==> config.mk <==
export PLATFORM = sky130hd
export DESIGN_NAME = gpr_exec_unit
export DESIGN_NICKNAME = d
export VERILOG_FILES = /design/src/rtl/gpr_exec_unit.sv
export SDC_FILE = /design/constraint.sdc
export NUM_CORES = 2
export LEC_CHECK = 0
export CAP_MARGIN = 25
export CORE_MARGIN = 3
export CORE_UTILIZATION = 35
export DETAILED_ROUTE_END_ITERATION = 7
export PLACE_DENSITY = 0.57
export SLEW_MARGIN = 20
export SYNTH_ARGS = -nofsm -noshare
export SYNTH_HDL_FRONTEND = slang
export SYNTH_SLANG_ARGS = --single-unit
==> constraint.sdc <==
create_clock -name clk -period 7.5 [get_ports clk]
set_clock_uncertainty 0.2 [all_clocks]
set_input_delay 2.25 -clock clk [delete_from_list [all_inputs] [get_ports clk]]
set_output_delay 2.25 -clock clk [all_outputs]
set_load 0.02 [all_outputs]
==> src/rtl/gpr_exec_unit.sv <==
// gpr_exec_unit: parametrised GPR file + execute unit fed by a valid/ready instruction port.
// Build option: define EXEC_MUL_EN to include the shift-add multiplier; without it opcode 4 is illegal.
module gpr_exec_unit #(
    parameter int DATA_W  = 16,
    parameter int GPR_NUM = 32
) (
    input  logic              clk,
    input  logic              sys_rst,
    input  logic              instr_valid,
    output logic              instr_ready,
    input  logic [31:0]       instr,
    output logic              done,
    output logic              err,
    output logic [3:0]        flags,
    output logic [DATA_W-1:0] sgpr,
    input  logic              ld_en,
    input  logic [4:0]        ld_addr,
    input  logic [DATA_W-1:0] ld_data,
    input  logic [4:0]        rd_addr,
    output logic [DATA_W-1:0] rd_data
);
    localparam int         REG_SLOTS = 32;
    localparam logic [5:0] GPR_LIM   = 6'(GPR_NUM);

    localparam logic [4:0] OP_MOVSGPR = 5'd0;
    localparam logic [4:0] OP_MOV     = 5'd1;
    localparam logic [4:0] OP_ADD     = 5'd2;
    localparam logic [4:0] OP_SUB     = 5'd3;
    localparam logic [4:0] OP_MUL     = 5'd4;
    localparam logic [4:0] OP_OR      = 5'd5;
    localparam logic [4:0] OP_AND     = 5'd6;
    localparam logic [4:0] OP_XOR     = 5'd7;
    localparam logic [4:0] OP_XNOR    = 5'd8;
    localparam logic [4:0] OP_NAND    = 5'd9;
    localparam logic [4:0] OP_NOR     = 5'd10;
    localparam logic [4:0] OP_NOT     = 5'd11;

    typedef enum logic [1:0] {S_IDLE, S_EXEC, S_MUL} state_t;

    state_t            r_state;
    state_t            w_state_nxt;
    logic [31:0]       r_instr;
    logic [DATA_W-1:0] r_gpr [REG_SLOTS];
    logic [DATA_W-1:0] r_sgpr;
    logic [3:0]        r_flags;
    logic              r_done;
    logic              r_err;

    function automatic logic in_range(input logic [4:0] a);
        return ({1'b0, a} < GPR_LIM);
    endfunction

    // Signed overflow: the sign-extended result disagrees with its truncated MSB.
    function automatic logic signed_ovf(input logic signed [DATA_W-1:0] a,
                                        input logic signed [DATA_W-1:0] b,
                                        input logic                     sub);
        logic signed [DATA_W:0] a_x;
        logic signed [DATA_W:0] b_x;
        logic signed [DATA_W:0] s_x;
        a_x = {a[DATA_W-1], a};
        b_x = {b[DATA_W-1], b};
        s_x = sub ? (a_x - b_x) : (a_x + b_x);
        return (s_x[DATA_W] != s_x[DATA_W-1]);
    endfunction

    function automatic logic [3:0] mk_flags(input logic [DATA_W-1:0] r,
                                            input logic c, input logic v);
        return {r[DATA_W-1], (r == '0), c, v};
    endfunction

    logic [4:0]        w_op;
    logic [4:0]        w_rdst;
    logic [4:0]        w_rs1;
    logic [4:0]        w_rs2;
    logic              w_imm;
    logic [15:0]       w_isrc;
    logic [DATA_W-1:0] w_a;
    logic [DATA_W-1:0] w_b;
    logic              w_op_bad;
    logic              w_illegal;
    logic [DATA_W-1:0] w_res;
    logic              w_carry;
    logic              w_ovf;

    assign w_op   = r_instr[31:27];
    assign w_rdst = r_instr[26:22];
    assign w_rs1  = r_instr[21:17];
    assign w_imm  = r_instr[16];
    assign w_rs2  = r_instr[15:11];
    assign w_isrc = r_instr[15:0];

    assign w_a = r_gpr[w_rs1];
    assign w_b = w_imm ? DATA_W'(w_isrc) : r_gpr[w_rs2];

`ifdef EXEC_MUL_EN
    assign w_op_bad = (w_op > OP_NOT);
`else
    assign w_op_bad = (w_op > OP_NOT) || (w_op == OP_MUL);
`endif
    assign w_illegal = w_op_bad || !in_range(w_rdst) || !in_range(w_rs1) ||
                       (!w_imm && !in_range(w_rs2));

    always_comb begin
        w_res   = '0;
        w_carry = 1'b0;
        w_ovf   = 1'b0;
        case (w_op)
            OP_MOVSGPR: w_res = r_sgpr;
            OP_MOV:     w_res = w_imm ? DATA_W'(w_isrc) : w_a;
            OP_ADD: begin
                {w_carry, w_res} = {1'b0, w_a} + {1'b0, w_b};
                w_ovf            = signed_ovf(w_a, w_b, 1'b0);
            end
            OP_SUB: begin
                {w_carry, w_res} = {1'b0, w_a} - {1'b0, w_b};
                w_ovf            = signed_ovf(w_a, w_b, 1'b1);
            end
            OP_OR:   w_res = w_a | w_b;
            OP_AND:  w_res = w_a & w_b;
            OP_XOR:  w_res = w_a ^ w_b;
            OP_XNOR: w_res = ~(w_a ^ w_b);
            OP_NAND: w_res = ~(w_a & w_b);
            OP_NOR:  w_res = ~(w_a | w_b);
            OP_NOT:  w_res = ~w_a;
            default: ;
        endcase
    end

`ifdef EXEC_MUL_EN
    logic [DATA_W-1:0]   r_mcand;
    logic [2*DATA_W-1:0] r_prod;
    logic [5:0]          r_cnt;
    logic [DATA_W:0]     w_mul_sum;
    logic [2*DATA_W-1:0] w_prod_nxt;
    logic                w_mul_last;

    // Product register holds {high, multiplier}; each step adds and shifts right by one.
    assign w_mul_sum  = {1'b0, r_prod[2*DATA_W-1:DATA_W]} +
                        (r_prod[0] ? {1'b0, r_mcand} : {(DATA_W+1){1'b0}});
    assign w_prod_nxt = {w_mul_sum, r_prod[DATA_W-1:1]};
    assign w_mul_last = (r_cnt == 6'(DATA_W-1));

    always_ff @(posedge clk) begin
        if (r_state == S_EXEC) begin
            r_mcand <= w_a;
            r_prod  <= {{DATA_W{1'b0}}, w_b};
            r_cnt   <= '0;
        end else if (r_state == S_MUL) begin
            r_prod  <= w_prod_nxt;
            r_cnt   <= r_cnt + 6'd1;
        end
    end
`endif

    always_comb begin
        w_state_nxt = r_state;
        case (r_state)
            S_IDLE: if (instr_valid) w_state_nxt = S_EXEC;
            S_EXEC: begin
                w_state_nxt = S_IDLE;
`ifdef EXEC_MUL_EN
                if (!w_illegal && (w_op == OP_MUL)) w_state_nxt = S_MUL;
`endif
            end
            S_MUL: begin
`ifdef EXEC_MUL_EN
                if (w_mul_last) w_state_nxt = S_IDLE;
`else
                w_state_nxt = S_IDLE;
`endif
            end
            default: w_state_nxt = S_IDLE;
        endcase
    end

    always_ff @(posedge clk) begin
        if ((r_state == S_IDLE) && instr_valid) r_instr <= instr;
    end

    // Writeback is placed after the load strobe so it wins a same-address collision.
    always_ff @(posedge clk) begin
        if (sys_rst) begin
            r_state <= S_IDLE;
            r_done  <= 1'b0;
            r_err   <= 1'b0;
            r_flags <= '0;
            r_sgpr  <= '0;
            for (int i = 0; i < REG_SLOTS; i++) r_gpr[i] <= '0;
        end else begin
            r_state <= w_state_nxt;
            r_done  <= 1'b0;
            r_err   <= 1'b0;
            if (ld_en && in_range(ld_addr)) r_gpr[ld_addr] <= ld_data;
            case (r_state)
                S_EXEC: begin
                    if (w_illegal) begin
                        r_err <= 1'b1;
                    end else if (w_op != OP_MUL) begin
                        r_gpr[w_rdst] <= w_res;
                        r_flags       <= mk_flags(w_res, w_carry, w_ovf);
                        r_done        <= 1'b1;
                    end
                end
`ifdef EXEC_MUL_EN
                S_MUL: begin
                    if (w_mul_last) begin
                        r_gpr[w_rdst] <= w_prod_nxt[DATA_W-1:0];
                        r_sgpr        <= w_prod_nxt[2*DATA_W-1:DATA_W];
                        r_flags       <= mk_flags(w_prod_nxt[DATA_W-1:0], 1'b0,
                                                  (w_prod_nxt[2*DATA_W-1:DATA_W] != '0));
                        r_done        <= 1'b1;
                    end
                end
`endif
                default: ;
            endcase
        end
    end

    assign instr_ready = (r_state == S_IDLE);
    assign done        = r_done;
    assign err         = r_err;
    assign flags       = r_flags;
    assign sgpr        = r_sgpr;
    assign rd_data     = in_range(rd_addr) ? r_gpr[rd_addr] : '0;

endmodule

==> metrics.md <==
| Metric | Value |
|---|---|
| Status | `finished, violations left` |
| Failing checks | `design-rule violations` |
| Share of layout cells above drive strength 1 | `0.2437` |
| EDFF count, synth | `544` |
| Netlist cell types | `97` |
| Die width | `~340 um` |
| # DRC | `4` |
| Worst slew pin tran | `approximately 1.0 ns` |
| LEAKAGE | `roughly 15 nW` |
| FMAX | `~140 MHz` |
| Final wirelength | `about 170 mm` |
| Crit path launch type | `input pin` |
| Design area | `44920 sq um` |
| Power Density | `217.0 nW/um^2` |
| Yosys reg bits | `561` |
| Post-DP HPWL | `118.2 mm` |
| Routed Antenna Nets | `0` |
| Hold buffers post-CTS | `0` |
| Setup ws final | `~0.20 ns` |
| Core ar. | `roughly 110000 sq um` |
| Ports | `approximately 100` |
| Min cycle time layout | `between 7 and 8 ns` |
| CP Cell Sequence | `buf_8 > buf_12 > mux4_2 > mux4_2 > mux2_2 > clkdlybuf4s50_1` |
| Initial core utilization | `0.3537` |
| GRT Total Usage | `0.2906` |
| Delay of the slowest critical-path stage | `roughly 0.57 ns` |
| Die H | `343.6 um` |
| H-tree Lvls | `3` |
| Post-DR vias/cell | `around 7` |
| Post-synth top flop | `edfxtp_1` |
| Slew headroom | `0.3278` |
| Fin crit share | `0.9733` |
| PortBufs | `between 80 and 90` |
| Fin nets | `around 3400` |
| Row Count | `123` |
| Non-Filler Instances | `slightly below 5000` |
| Vias in the first global route | `31066` |
| Detailed Routing Iterations Pass 1 | `8` |
| Initial antenna violation count | `4` |
| Peak supply drop | `about 0.00017 V` |
| Post-synth top area cell | `edfxtp_1` |
| Dpl cell area | `between 40000 and 50000 sq um` |
| Cells after Synth | `approximately 3300` |
| WP data required | `between 5 and 6 ns` |
| Clock Pin Slew Worst Setup and Hold Paths | `around 0.06 ns` |
| Syn-to-layout area delta | `12.58%` |
| Hold WC Path Type | `reg2reg` |
| # resized after CTS | `0` |
| CP Class | `in2out` |
| CTS tree | `done` |
| Pre-CTS setup slack | `~0.23 ns` |
| # Post-CTS Setup Buffers | `0` |
| Area contributors post-synth | `edfxtp_1 41%, mux4_2 21%, nand3_1 6.7%, o21ai_0 6.4%, mux4_1 3.4%` |
| Final hold viol count | `0` |
| Synth async-reset ratio | `0` |
| Register area share after synthesis | `0.4179` |
| Placed Cells incl. Taps | `about 4700` |
| Min Hold Slack | `0.2690 ns` |
| First-pass GRT wire length | `242.6 mm` |
| 1st-iter DRT viols | `approximately 5700` |
| Max Root-Sink Buffers | `3` |
| GPL Wtd Cong | `between 1 and 1.5` |
| Family with the most delay on the worst path | `multiplexers` |
| # setup viols final | `0` |
| Setup tns final | `0 ns` |
| Clock sink count | `approximately 560` |
| Root Buffer | `clkbuf_16` |
| WL/cell | `approximately 36 um` |
| Worst Path Buf+Inv | `3` |
| Vias | `roughly 33000` |
| Largest net degree at the start of global routing | `62` |
| Grt total ovfl | `0` |
| CP Capture Type | `output port` |
| Total CTS buffers | `66` |
| Worst Path Arrival | `approximately 4.9 ns` |
| Syn. warnings | `0` |
| RSZ-0062 raised after global routing | `false` |
| Synth top area share | `0.4094` |
| CP max FO | `27` |
| Final Util | `0.3982` |
| Worst-Skew Late Latency | `0.65 ns` |
| Final Total Pwr | `between 9 and 10 mW` |
| Post-Syn Area | `39900 sq um` |
| Total of max-cap violations | `0` |
| Final Max Slew Viols | `0` |
| CP most frequent cell | `mux4_2` |
| Worst path slowest cell | `clkdlybuf4s50_1` |
| Post-Synthesis Mean Instance Area | `11.99 sq um` |
| Die area | `between 100000 and 150000 sq um` |
## metal layers
metal,routed length (um),part of all wire,vias up,track usage
met5,34,0.00020,-,0
met4,10980,0.063,4,0.1503
met3,27570,0.16,513,0.1045
met2,74220,0.43,3128,0.4225
met1,61500,0.35,16537,0.3805
li1,-,-,13281,-
## cell type report
class / instances / area, sq um
well taps: 1500 / 1877
diodes: 3 / 7.507
fillers: 10526 / 67890
flip-flops and latches: 561 / 16700
repair buffers: 296 / 2759
inverters: 49 / 183.9
clock inverters: 37 / 380.4
multi-input cells: 2326 / 21290
clock buffers: 80 / 1725
## cells by family (layout without fill, tap and decap cells)
logic type	Yosys count	count (layout)	synth area share
other	1	19	0.00009398
buffers and inverters	457	462	0.05221
XOR/XNOR	5	5	0.001098
AND/OR/NAND/NOR	921	921	0.1163
multiplexers	545	545	0.2777
flip-flops	561	561	0.4179
AO/OA/AOI/OAI	788	788	0.1183
adder cells (fa/ha/maj)	51	51	0.01637
## flip-flops by register name (all words and copies together), names as in the netlist, named ones only
signal and count:
flags 4, r_state 1, r_gpr 512, err 1, done 1, r_instr 32
## worst paths after layout
| path | startpoint | endpoint | slack, ns | cells past startpoint |
|---|---|---|---|---|
| worst max-delay path | rd_addr[0] | rd_data[7] | 0.20 | 6 |
| worst min-delay path | r_instr[18] | register | 0.27 | 1 |
| worst max register to register | register | r_gpr[0][15] | 0.85 | 18 |
| worst min register to register | r_instr[18] | register | 0.27 | 1 |
## layout by cell type (no fill, tap or decap), drive strengths merged, types with 8 or more instances in the layout
cell / n
a2111oi: 11
a211oi: 19
a21o: 8
a21oi: 44
a221oi: 13
a22oi: 38
and3: 10
and3b: 9
buf: 218
clkbuf: 80
clkdlybuf4s50: 78
clkinv: 25
conb: 16
dfxtp: 17
edfxtp: 544
ha: 49
inv: 53
mux2: 34
mux2i: 81
mux4: 430
nand2: 127
nand2b: 14
nand3: 533
nand4: 11
nor2: 118
nor2b: 14
nor3: 20
nor3b: 14
o211ai: 11
o21a: 18
o21ai: 550
or2: 8
or3: 9
## where the power goes
part           switching (mW)  internal [mW]
registers               0.189           3.56
clock network            1.43           1.86
logic                    1.74          0.963
## synthesized netlist by cell type (25+ instances only)
library cell and number:
nand2_1 127, buf_4 25, buf_1 27, o21ai_0 513, edfxtp_1 544, ha_1 49, o21ai_2 31, inv_1 49
a21oi_1 44, mux2i_1 80, mux4_1 51, clkbuf_1 316, a22oi_1 38, nand3_1 533, mux4_2 379, mux2_2 34
nor2_1 115
## worst register-to-register path, delay by kind of cell (launching register included)
family,cells,cell delay (ns)
fa+ha+maj,1,0.24
flops,1,0.67
compound gates,10,3.17
buf+inv,4,0.96
mux,3,1.28
Note: power is estimated with default switching activity, not from simulation.
